$ cat config.mk
export PLATFORM = sky130hd
export DESIGN_NAME = issue_slots_flat
export DESIGN_NICKNAME = d
export VERILOG_FILES = /design/src/rtl/issue_slots_if.sv /design/src/rtl/issue_slots.sv /design/src/flat_wrapper.sv
export SDC_FILE = /design/constraint.sdc
export NUM_CORES = 1
export LEC_CHECK = 0
export ABC_AREA = 1
export CORE_MARGIN = 5
export CORE_UTILIZATION = 45
export CTS_BUF_LIST = sky130_fd_sc_hd__clkbuf_16
export CTS_CLUSTER_SIZE = 14
export DETAILED_ROUTE_END_ITERATION = 12
export PLACE_DENSITY = 0.65
export REMOVE_ABC_BUFFERS = 1
export SYNTH_ARGS = -nofsm -noshare
export SYNTH_HDL_FRONTEND = slang
export SYNTH_SLANG_ARGS = --single-unit
$ cat constraint.sdc
create_clock -name i_clk -period 3.9 [get_ports i_clk]
set_clock_uncertainty 0.1 [all_clocks]
set_input_delay 0.78 -clock i_clk [delete_from_list [all_inputs] [get_ports i_clk]]
set_output_delay 0.78 -clock i_clk [all_outputs]
set_load 0.02 [all_outputs]
$ cat src/rtl/issue_slots_if.sv
// ---------------------------------------------------------------------------
// issue_slots_if
// Bundles the allocation, wakeup, arbiter and issue signals of the issue-queue
// slot storage so the core side and the slot block share one connection.
//
// Parameters:
//   WIDTH   number of slots; width of wake, request and grant vectors
//   DATA_W  payload width per slot
//
// Signals (direction as seen by the slot storage, i.e. the slave modport):
//   i_wr_en        in   allocate request
//   i_wr_data      in   payload of the op being allocated
//   i_wr_ready     in   op is ready at allocation
//   i_wake         in   per-slot wakeup
//   i_grant        in   one-hot or zero grant from the arbiter
//   o_full         out  all slots valid
//   o_count        out  number of valid slots
//   o_request      out  valid & ready per slot, towards the arbiter
//   o_issue_valid  out  issued op present this cycle
//   o_issue_data   out  payload of the issued op
//   o_error        out  sticky illegal-grant flag
//
// master: the core/arbiter side that drives requests and consumes outputs.
// slave:  the slot storage itself.
// ---------------------------------------------------------------------------
interface issue_slots_if #(
    parameter int WIDTH  = 4,
    parameter int DATA_W = 32
);
    localparam int CNT_W = $clog2(WIDTH + 1);

    logic              i_wr_en;
    logic [DATA_W-1:0] i_wr_data;
    logic              i_wr_ready;
    logic [WIDTH-1:0]  i_wake;
    logic [WIDTH-1:0]  i_grant;
    logic              o_full;
    logic [CNT_W-1:0]  o_count;
    logic [WIDTH-1:0]  o_request;
    logic              o_issue_valid;
    logic [DATA_W-1:0] o_issue_data;
    logic              o_error;

    modport master (
        output i_wr_en, i_wr_data, i_wr_ready, i_wake, i_grant,
        input  o_full, o_count, o_request, o_issue_valid, o_issue_data, o_error
    );

    modport slave (
        input  i_wr_en, i_wr_data, i_wr_ready, i_wake, i_grant,
        output o_full, o_count, o_request, o_issue_valid, o_issue_data, o_error
    );
endinterface

$ cat src/rtl/issue_slots.sv
// ---------------------------------------------------------------------------
// issue_slots
// Issue-queue slot storage. Holds up to WIDTH pending micro-ops, presents the
// ready ones as a request vector to the arbiter and consumes the one-hot grant.
// Each cycle it can allocate one op into the lowest free slot, wake slots up,
// and issue the granted slot through a registered output while freeing it.
//
// Ports:
//   i_clk   clock, all state changes on the rising edge
//   i_rst   synchronous active-high reset
//   bus     issue_slots_if.slave (allocation, wakeup, grant, issue, status)
//
// Optional build macro ISSUE_SLOTS_CHECK_EN:
//   defined   - illegal grants (multi-hot, or naming a non-requesting slot)
//               are ignored and raise a sticky o_error.
//   undefined - the arbiter is trusted, o_error is tied low.
// ---------------------------------------------------------------------------
module issue_slots #(
    parameter int WIDTH  = 4,
    parameter int DATA_W = 32
) (
    input logic         i_clk,
    input logic         i_rst,
    issue_slots_if.slave bus
);
    localparam int CNT_W = $clog2(WIDTH + 1);

    logic [WIDTH-1:0]  valid_q;
    logic [WIDTH-1:0]  ready_q;
    logic [DATA_W-1:0] payload_q [WIDTH];
    logic [CNT_W-1:0]  count_q;
    logic              issue_valid_q;
    logic [DATA_W-1:0] issue_data_q;

    logic              full;
    logic              do_alloc;
    logic              issue_fire;
    logic [WIDTH-1:0]  request;
    logic [WIDTH-1:0]  free_slots;
    logic [WIDTH-1:0]  alloc_sel;
    logic [WIDTH-1:0]  issue_sel;
    logic [WIDTH-1:0]  valid_n;
    logic [WIDTH-1:0]  ready_n;
    logic [DATA_W-1:0] issue_payload;

    assign request    = valid_q & ready_q;
    assign full       = &valid_q;
    assign free_slots = ~valid_q;
    assign do_alloc   = bus.i_wr_en & ~full;

    // Isolating the lowest set bit of the free vector picks the lowest free
    // slot. Freeing by issue only shows up in valid_q next cycle, so a slot
    // being issued now can never be chosen as the allocation target.
    assign alloc_sel = do_alloc ? (free_slots & (~free_slots + WIDTH'(1))) : '0;

`ifdef ISSUE_SLOTS_CHECK_EN
    logic grant_onehot;
    logic grant_illegal;
    logic error_q;

    assign grant_onehot  = (bus.i_grant != '0) &&
                           ((bus.i_grant & (bus.i_grant - WIDTH'(1))) == '0);
    assign grant_illegal = (bus.i_grant != '0) &&
                           (!grant_onehot || ((bus.i_grant & request) == '0));
    assign issue_sel     = grant_illegal ? '0 : bus.i_grant;

    // Sticky illegal-grant flag; only reset clears it.
    always_ff @(posedge i_clk) begin
        if (i_rst) begin
            error_q <= 1'b0;
        end else if (grant_illegal) begin
            error_q <= 1'b1;
        end
    end

    assign bus.o_error = error_q;
`else
    // Trusted arbiter: a grant only takes effect on a requesting slot.
    assign issue_sel   = bus.i_grant & request;
    assign bus.o_error = 1'b0;
`endif

    assign issue_fire = |issue_sel;

    // Select the payload of the granted slot with an AND-OR mux.
    always_comb begin
        issue_payload = '0;
        for (int i = 0; i < WIDTH; i++) begin
            if (issue_sel[i]) begin
                issue_payload = issue_payload | payload_q[i];
            end
        end
    end

    // Next valid/ready per slot: issue clears, wakeup sets ready on valid
    // slots, and the allocation target also honours a same-cycle wakeup.
    always_comb begin
        valid_n = '0;
        ready_n = '0;
        for (int i = 0; i < WIDTH; i++) begin
            valid_n[i] = (valid_q[i] & ~issue_sel[i]) | alloc_sel[i];
            ready_n[i] = ((ready_q[i] | (bus.i_wake[i] & valid_q[i])) & ~issue_sel[i]) |
                         (alloc_sel[i] & (bus.i_wr_ready | bus.i_wake[i]));
        end
    end

    // Slot flags, occupancy count and the registered issue port.
    always_ff @(posedge i_clk) begin
        if (i_rst) begin
            valid_q       <= '0;
            ready_q       <= '0;
            count_q       <= '0;
            issue_valid_q <= 1'b0;
            issue_data_q  <= '0;
        end else begin
            valid_q       <= valid_n;
            ready_q       <= ready_n;
            count_q       <= count_q + CNT_W'(do_alloc) - CNT_W'(issue_fire);
            issue_valid_q <= issue_fire;
            if (issue_fire) begin
                issue_data_q <= issue_payload;
            end
        end
    end

    // Payloads are don't-care while a slot is invalid, so they carry no reset.
    always_ff @(posedge i_clk) begin
        for (int i = 0; i < WIDTH; i++) begin
            if (alloc_sel[i] && !i_rst) begin
                payload_q[i] <= bus.i_wr_data;
            end
        end
    end

    assign bus.o_full        = full;
    assign bus.o_count       = count_q;
    assign bus.o_request     = request;
    assign bus.o_issue_valid = issue_valid_q;
    assign bus.o_issue_data  = issue_data_q;

endmodule

$ cat src/flat_wrapper.sv
// flat-port wrapper written by rule: the top's interface ports become plain ports
module issue_slots_flat 
#(
    parameter int WIDTH  = 4,
    parameter int DATA_W = 32
)
  (i_clk, i_rst, bus_i_wr_en, bus_i_wr_data, bus_i_wr_ready, bus_i_wake, bus_i_grant, bus_o_full, bus_o_count, bus_o_request, bus_o_issue_valid, bus_o_issue_data, bus_o_error);
  issue_slots_if #(.WIDTH(WIDTH), .DATA_W(DATA_W)) bus_i ();
  input logic i_clk;
  input logic i_rst;
  input wire logic [$bits(bus_i.i_wr_en)-1:0] bus_i_wr_en;
  input wire logic [$bits(bus_i.i_wr_data)-1:0] bus_i_wr_data;
  input wire logic [$bits(bus_i.i_wr_ready)-1:0] bus_i_wr_ready;
  input wire logic [$bits(bus_i.i_wake)-1:0] bus_i_wake;
  input wire logic [$bits(bus_i.i_grant)-1:0] bus_i_grant;
  output wire logic [$bits(bus_i.o_full)-1:0] bus_o_full;
  output wire logic [$bits(bus_i.o_count)-1:0] bus_o_count;
  output wire logic [$bits(bus_i.o_request)-1:0] bus_o_request;
  output wire logic [$bits(bus_i.o_issue_valid)-1:0] bus_o_issue_valid;
  output wire logic [$bits(bus_i.o_issue_data)-1:0] bus_o_issue_data;
  output wire logic [$bits(bus_i.o_error)-1:0] bus_o_error;
  assign bus_i.i_wr_en = bus_i_wr_en;
  assign bus_i.i_wr_data = bus_i_wr_data;
  assign bus_i.i_wr_ready = bus_i_wr_ready;
  assign bus_i.i_wake = bus_i_wake;
  assign bus_i.i_grant = bus_i_grant;
  assign bus_o_full = bus_i.o_full;
  assign bus_o_count = bus_i.o_count;
  assign bus_o_request = bus_i.o_request;
  assign bus_o_issue_valid = bus_i.o_issue_valid;
  assign bus_o_issue_data = bus_i.o_issue_data;
  assign bus_o_error = bus_i.o_error;
  issue_slots #(.WIDTH(WIDTH), .DATA_W(DATA_W)) u_core (.i_clk(i_clk), .i_rst(i_rst), .bus(bus_i));
endmodule
======== Word-level counts from Yosys, hierarchy flattened ========
Memories as Yosys holds them, arrays and structs flattened.
Index checks and enable logic that the tools add are counted.
W data, S select, Z words.
operators by class
  add/sub/neg operators ................... 3
  multiplexer cells ....................... 22
  bitwise logic cells ..................... 46
  reductions and logical operators ........ 10
operator list
  kind                   number
  $mux W32               7
  $or A32 B32 Y32        3
  $reduce_or A32 Y1      3
  $and A1 B1 Y1          17
  $or A1 B1 Y1           16
  $and A4 B4 Y4          3
  $mux W1                11
  $not A4 Y4             2
  $mux W2                3
  $not A1 Y1             5
  $add A4 B1 Y4 const B  1
  $logic_and A1 B1 Y1    4
  $mux W4                1
  $reduce_and A4 Y1      1
  $reduce_or A4 Y1       1
  $add A3 B1 Y3          1
  $sub A3 B1 Y3          1
  $logic_not A1 Y1       1
word-level totals
  flip-flop bits (word level) ............. 44
  memory bits (writable) .................. 128
  input bits .............................. 44
  output and inout port bits .............. 42
  logic and storage cells ................. 87
  memories ................................ 1
memory list
  name              depth  width  read ports  clocked after Yosys merged registers in  wr ports  line               source
  u_core.payload_q  4      32     4           0                                        1         issue_slots.sv:30  logic [DATA_W-1:0] payload_q [WIDTH];

======== Logic depth before layout (Yosys ltp) ========
Gate-level depths: netlist of run 1.
  word-level depth ........................ 12
  depth in mapped cells ................... 14
  gate-level depth less buffers ........... 12

======== Worst setup path after synthesis of run 1 ========
No wires, ideal clock.
  path kind ............................... in2reg
  start point ............................. in i_rst
  end point ............................... mem u_core.payload_q[2][0] (enable)
  library setup time ...................... 421 ps
  arrival time ............................ 2,552 ps
  required time ........................... 3,379 ps
  slack ................................... 827 ps
  stages on the path ...................... 3
  path buffers ............................ 2
  cell sequence ........................... buf_2 -> buf_1 -> nor2_1
on the way
  longest elaborated chain between the ends .. 8
  elaborated cells between the ends (all ways) .. 22
  those cells by class .................... 14 x mux; 8 x reduce/logical
ends and longest elaborated chain
  element                                                    line                source
  start: declaration                                         flat_wrapper.sv:10  input logic i_rst;
  $logic_not A1 Y1 *                                         issue_slots.sv:129  if (alloc_sel[i] && !i_rst) begin
  $logic_and A1 B1 Y1                                        issue_slots.sv:129
  $mux W1                                                    issue_slots.sv:129
  $mux W1 (not written as such)                              issue_slots.sv:130  payload_q[i] <= bus.i_wr_data;
  $reduce_or A32 Y1 (no line)                                --
  $mux W2 (no line) or $mux W1 (tied branches) (3 in a row)  --
  end: declaration                                           issue_slots.sv:30
Every way passes the cells marked *; elsewhere a longest branch is shown, timed or not.

======== Final worst setup path of run 1 ========
  start point ............................. reg u_core.valid_q[2]
  end point ............................... out bus_o_request[2]
on the way
  longest elaborated chain between the ends .. 1
ends and longest elaborated chain
  element                   line                source
  start: declaration        issue_slots.sv:28   logic [WIDTH-1:0] valid_q;
  start signal: assignment  issue_slots.sv:116  valid_q <= valid_n;
  $and A4 B4 Y4             issue_slots.sv:46   assign request = valid_q & ready_q;
  end: declaration          flat_wrapper.sv:18  output wire logic [$bits(bus_i.o_request)-1:0] bus_o_request;
No other way between the ends.

==> metrics.cfg, run 1 <==
[clocking]
cts_num_sinks=172
numCtsBuffers=17
cts_tree=built
hold_buffers=0
clk-insertion-delay-late_ns=0.42
cts-htree-levels=4
clk_pin_slew_worst_paths_ns=0.06
clock-root-buffer=clkbuf_16
clockBufferDepth=2
cts_setup_buffers=0
post_cts_resized=0

[outcome]
status=completed

[setup_path]
path_class=register to output port
cp_slowest_cell=clkdlybuf4s50_1
cp.arrival_ns=2.28
crit_required_ns=3.02
endpoint_kind=output port
start_kind=register
cpPeakStageDelay_ns=0.74
crit_chain=nand2_1 > inv_2 > clkdlybuf4s50_1
path_max_fanout=33

[power_and_ir_drop]
clockPowerShare_pct=39.7
leakage_nw=2.99
comb_power_share_pct=7.4
total_power_mw=3.86
intPower_mw=2.98
switching_share_pct=22.9
p_sw_mw=0.884
worst_ir_drop_vdd_mv=0.307
power.share.sequential_pct=53.0
p_per_area_mw_per_mm2=465

[global_routing]
grt_usage_pct=19.0
grt_remaining_overflow=0
antenna_found_initial=0
grt_start_max_net_pins=44
grt_pass1_wl_um=26000
grt_pass1_vias=4767

[floorplan]
dieArea_mm2=0.0178
die_h_um=134
dieWidth_um=134
start_util_pct=45.5
boundaryPins=86
std_cell_rows=45
core_region_area_mm2=0.0151

[detailed_routing]
drtIter0Drc=358
wl_um=16600
firstDrtPassIters=5
drt-wirelength-per-cell_um=19.4
drc_errors=0
num_vias=4809
viasPerCell=5.63
ant_nets=0

[timing]
slew-limit-headroom_pct=48.9
tightest_slew_ns=0.766
hold_viol=0
rsz0062_at_grt=no
clock.fmax_mhz=316
finalSetupViolCount=0
period_needed_ns=3.16
slew_viol_final=0
fin_tns_setup_ns=0
finalCritPeriodShare_pct=81.1

[placement]
gp_congestion=0.810
io_buffers=84
hpwl_um=9720

[layout]
final_common_cell=edfxtp_1
mostFrequentLayoutCells=edfxtp_1 (128), nand2_1 (105), clkdlybuf4s50_1 (83), nand4_1 (66), nand3_1 (65)
areaGrowthSynthToFinish_pct=21.1
layout-drive-gt1-share_pct=11.1
nNetsFinal=700
diodes=0

[logic_synthesis]
synth-seq-cells=172
seq_area_frac_synth_pct=68.8
avgSynthCellArea_um2=11.8
synth_warnings=0
syn-instance-count=583
syn_area_mm2=0.00687
synth_cell_types=30

[worst_hold_path]
hold_class=register to register

[job]
max_cap_viol_count=0

[layout make-up]
cell class | instances | area (um^2)
Fill cell | 1281 | 6780
Inverter | 18 | 67.6
Sequential cell | 172 | 4720
Multi-Input combinational cell | 346 | 1810
Tap cell | 188 | 235
Clock inverter | 15 | 110
Clock buffer | 17 | 425
Timing Repair Buffer | 98 | 941
[synthesized netlist by cell type, drive strengths merged]
cell type	count	share of area, %
a21oi	40	3.7
buf	38	3.7
clkbuf	9	0.49
conb	1	0.055
dfxtp	44	13
edfxtp	128	56
fa	1	0.29
ha	2	0.36
inv	18	0.98
nand2	114	6.6
nand3	69	5.4
nand3b	1	0.11
nand4	66	6.0
nor2	43	2.6
o2111ai	1	0.13
o211ai	1	0.11
o21ai	5	0.36
o21bai	1	0.11
xnor2	1	0.13
[metal layers]
metal	track usage [%]	up-vias	part of all wire, %
met5	0	-	0
met4	6.86	0	1.5
met3	4.23	23	6.9
met2	30.8	206	48
met1	25.3	2355	44
li1	-	2225	-
[registers in the layout, summed over array words and instances (netlist names)]
register,flops
u_core.bus.o_issue_valid,1
u_core.bus.o_count,3
u_core.payload_q,128
u_core.valid_q,4
u_core.ready_q,4
u_core.bus.o_issue_data,32
[critical path: cells and delay by family, from the launching register on]
kind / cells / cell delay, ns
buffers and inverters: 2 / 1.30
DFF: 1 / 0.45
and+or+nand+nor: 1 / 0.10
[worst paths after layout]
check	startpoint	end	depth (start not counted)	slack, ns
max reg2reg	u_core.valid_q[0]$_SDFF_PP0_	u_core.bus.o_count[2]$_SDFF_PP0_	13	1.24
max	u_core.valid_q[2]$_SDFF_PP0_	bus_o_request[2]	3	0.74
min reg2reg	u_core.bus.o_issue_data[2]$_SDFFE_PP0N_	u_core.bus.o_issue_data[2]$_SDFFE_PP0N_	2	0.36
min	u_core.bus.o_issue_data[2]$_SDFFE_PP0N_	u_core.bus.o_issue_data[2]$_SDFFE_PP0N_	2	0.36
[power groups by stage]
stage          sequential [mW]  clock [mW]  combinational [mW]
2_1_floorplan             2.12           0              0.0661
3_3_place_gp              2.08           0               0.279
3_5_place_dp              2.09           0               0.284
4_1_cts                   2.05        1.56               0.285
5_1_grt                   2.05        1.63               0.307
6_report                  2.05        1.53               0.285
[cell families (layout without fill, tap and decap cells)]
| family | count (synthesis) | after routing | synth area share [%] |
|---|---|---|---|
| simple gates | 293 | 293 | 20.8 |
| flops | 172 | 172 | 68.8 |
| other cells | 1 | 1 | 0.0546 |
| buf+inv | 65 | 148 | 5.18 |
| fa+ha+maj | 3 | 3 | 0.656 |
| xor+xnor | 1 | 1 | 0.128 |
| compound gates | 48 | 48 | 4.39 |
[through the flow]
stage	instance area (um^2)	std cells	utilization (%)	worst slack (ns)	hold slack, ns
after floorplan	6580	536	-	0.730	0.400
after global placement	7780	822	51.5	0.823	0.356
after detailed placement	7780	822	51.5	0.797	0.358
after CTS	8310	854	55.1	0.761	0.368
after global routing	8310	854	55.1	0.657	0.382
final	8310	854	55.1	0.736	0.364
Power figures use the tool's default switching activity.
==> inputs of run 2 (changes only) <==
PLACE_DENSITY = 0.67   (was 0.65)
clock period = 2.75 ns   (was 3.9 ns; I/O delays follow)
==> metrics.cfg, run 2 (synthesis results as in run 1) <==
[layout]
largest_register_ffs=128
nNetsFinal=711
diodes=0
final_common_cell=edfxtp_1
areaGrowthSynthToFinish_pct=23.1
fillers=1254
mostFrequentLayoutCells=edfxtp_1 (128), nand2_1 (105), clkdlybuf4s50_1 (83), nand4_1 (66), nand3_1 (65)
largest-register=u_core.payload_q
layout-drive-gt1-share_pct=12.3
finalNonFillerCells=864

[clocking]
clockBufferDepth=2
cts-htree-levels=4
clock-root-buffer=clkbuf_16
clk-insertion-delay-late_ns=0.42
clk_pin_slew_worst_paths_ns=0.06
cts_setup_buffers=0
hold_buffers=0
cts_tree=built
numCtsBuffers=17
post_cts_resized=0
cts_num_sinks=172

[setup_path]
reg2reg_depth=12
endpoint_kind=output port
cp.arrival_ns=1.93
r2r-start=u_core.valid_q[2]$_SDFF_PP0_
reg2reg_slack_ns=0.49
path_max_fanout=13
crit_required_ns=2.10
startpoint=u_core.valid_q[0]$_SDFF_PP0_
start_kind=register
crit_end=bus_o_request[0]
path_class=register to output port
worstReg2RegEnd=u_core.bus.o_count[2]$_SDFF_PP0_

[timing]
clock.fmax_mhz=388
period_needed_ns=2.58
rsz0062_at_grt=no
finalCritPeriodShare_pct=93.8
finalSetupViolCount=0
slew_viol_final=0
setup_slack_ns=0.170
hold_viol=0
hold_slack_ns=0.365
fin_tns_setup_ns=0

[detailed_routing]
drc_errors=0
ant_nets=0
drt-wirelength-per-cell_um=20.3
wl_um=17500
num_vias=4941
firstDrtPassIters=5
drtIter0Drc=391
viasPerCell=5.72

[outcome]
status=completed

[power_and_ir_drop]
worst_ir_drop_vdd_mv=0.408
p_per_area_mw_per_mm2=667
leakage_nw=3.08

[floorplan]
start_util_pct=45.5
dieWidth_um=134
boundaryPins=86
dieArea_mm2=0.0178
core_region_area_mm2=0.0151
std_cell_rows=45
die_h_um=134

[global_routing]
antenna_found_initial=0
grt_pass1_vias=5038
grt_pass1_wl_um=27500
grt_remaining_overflow=0
grt_usage_pct=20.3
grt_start_max_net_pins=34

[placement]
io_buffers=84
post-place-ws_ns=-0.130
hpwl_um=10400
place_inst=833
gp_congestion=0.813

[job]
max_cap_viol_count=0

[worst_hold_path]
hold_class=register to register

-- run 2: cell count changes in the layout (fill, tap and decap cells not counted), moves of 2 or more --
cell,delta
buf_4,+9
clkinvlp_4,-3
inv_1,+3
buf_12,+2
bufinv_16,+2
-- run 2: worst min-delay path by stage --
stage | start | cells after the start | slack, ns | end
finish | u_core.bus.o_issue_data[7]$_SDFFE_PP0N_ | 2 | 0.37 | u_core.bus.o_issue_data[7]$_SDFFE_PP0N_
global route | u_core.bus.o_issue_data[24]$_SDFFE_PP0N_ | 2 | 0.39 | u_core.bus.o_issue_data[24]$_SDFFE_PP0N_
CTS | u_core.bus.o_issue_data[7]$_SDFFE_PP0N_ | 2 | 0.37 | u_core.bus.o_issue_data[7]$_SDFFE_PP0N_
detailed placement | u_core.bus.o_issue_data[8]$_SDFFE_PP0N_ | 2 | 0.36 | u_core.bus.o_issue_data[8]$_SDFFE_PP0N_
global placement | u_core.bus.o_issue_data[14]$_SDFFE_PP0N_ | 2 | 0.35 | u_core.bus.o_issue_data[14]$_SDFFE_PP0N_
floorplan | u_core.valid_q[2]$_SDFF_PP0_ | 2 | 0.40 | u_core.valid_q[2]$_SDFF_PP0_
-- run 2: stage by stage --
| stage | util, % | total power, mW | area [um^2] |
|---|---|---|---|
| floorplan | - | 3.09 | 6580 |
| global placement | 52.3 | 3.37 | 7890 |
| detailed placement | 52.3 | 3.38 | 7890 |
| CTS | 56.0 | 5.66 | 8450 |
| global route | 56.0 | 5.80 | 8450 |
| finish | 56.0 | 5.64 | 8450 |
-- run 2: layout make-up --
class	count	area, um^2	share of cell area (%)
Clock buffer	17	425	5.03
Inverter	18	67.6	0.799
Multi-Input combinational cell	346	1810	21.4
Tap cell	188	235	2.78
Sequential cell	172	4730	55.9
Timing Repair Buffer	109	1050	12.4
Clock inverter	14	141	1.67
-- run 2: report_power, final --
| group | switching [mW] | internal [mW] | leakage, nW | total (mW) |
|---|---|---|---|---|
| combinational | 0.278 | 0.156 | 1.27 | 0.434 |
| sequential | 0.0384 | 2.86 | 1.52 | 2.89 |
| clock | 0.915 | 1.39 | 0.295 | 2.31 |
| total | 1.23 | 4.41 | 3.08 | 5.64 |
-- run 2: worst max-delay path: stages (launching register included) --
cell and delay, ns:
dfxtp_1 0.42, buf_4 0.26, nand2_1 0.14, inv_1 0.08, clkdlybuf4s50_1 0.60
-- run 2: per-layer routing --
metal	vias up	share of wire (%)	global-route usage, %
met5	-	0	0
met4	0	1.4	6.63
met3	25	6.5	3.59
met2	202	49	33.5
met1	2466	43	27.3
li1	2248	-	-
==> inputs of run 3 (changes only) <==
GPL_TIMING_DRIVEN = 1   (was default)
==> results of run 3 <==
Final layout, timing and power as in run 2 (identical DEF).
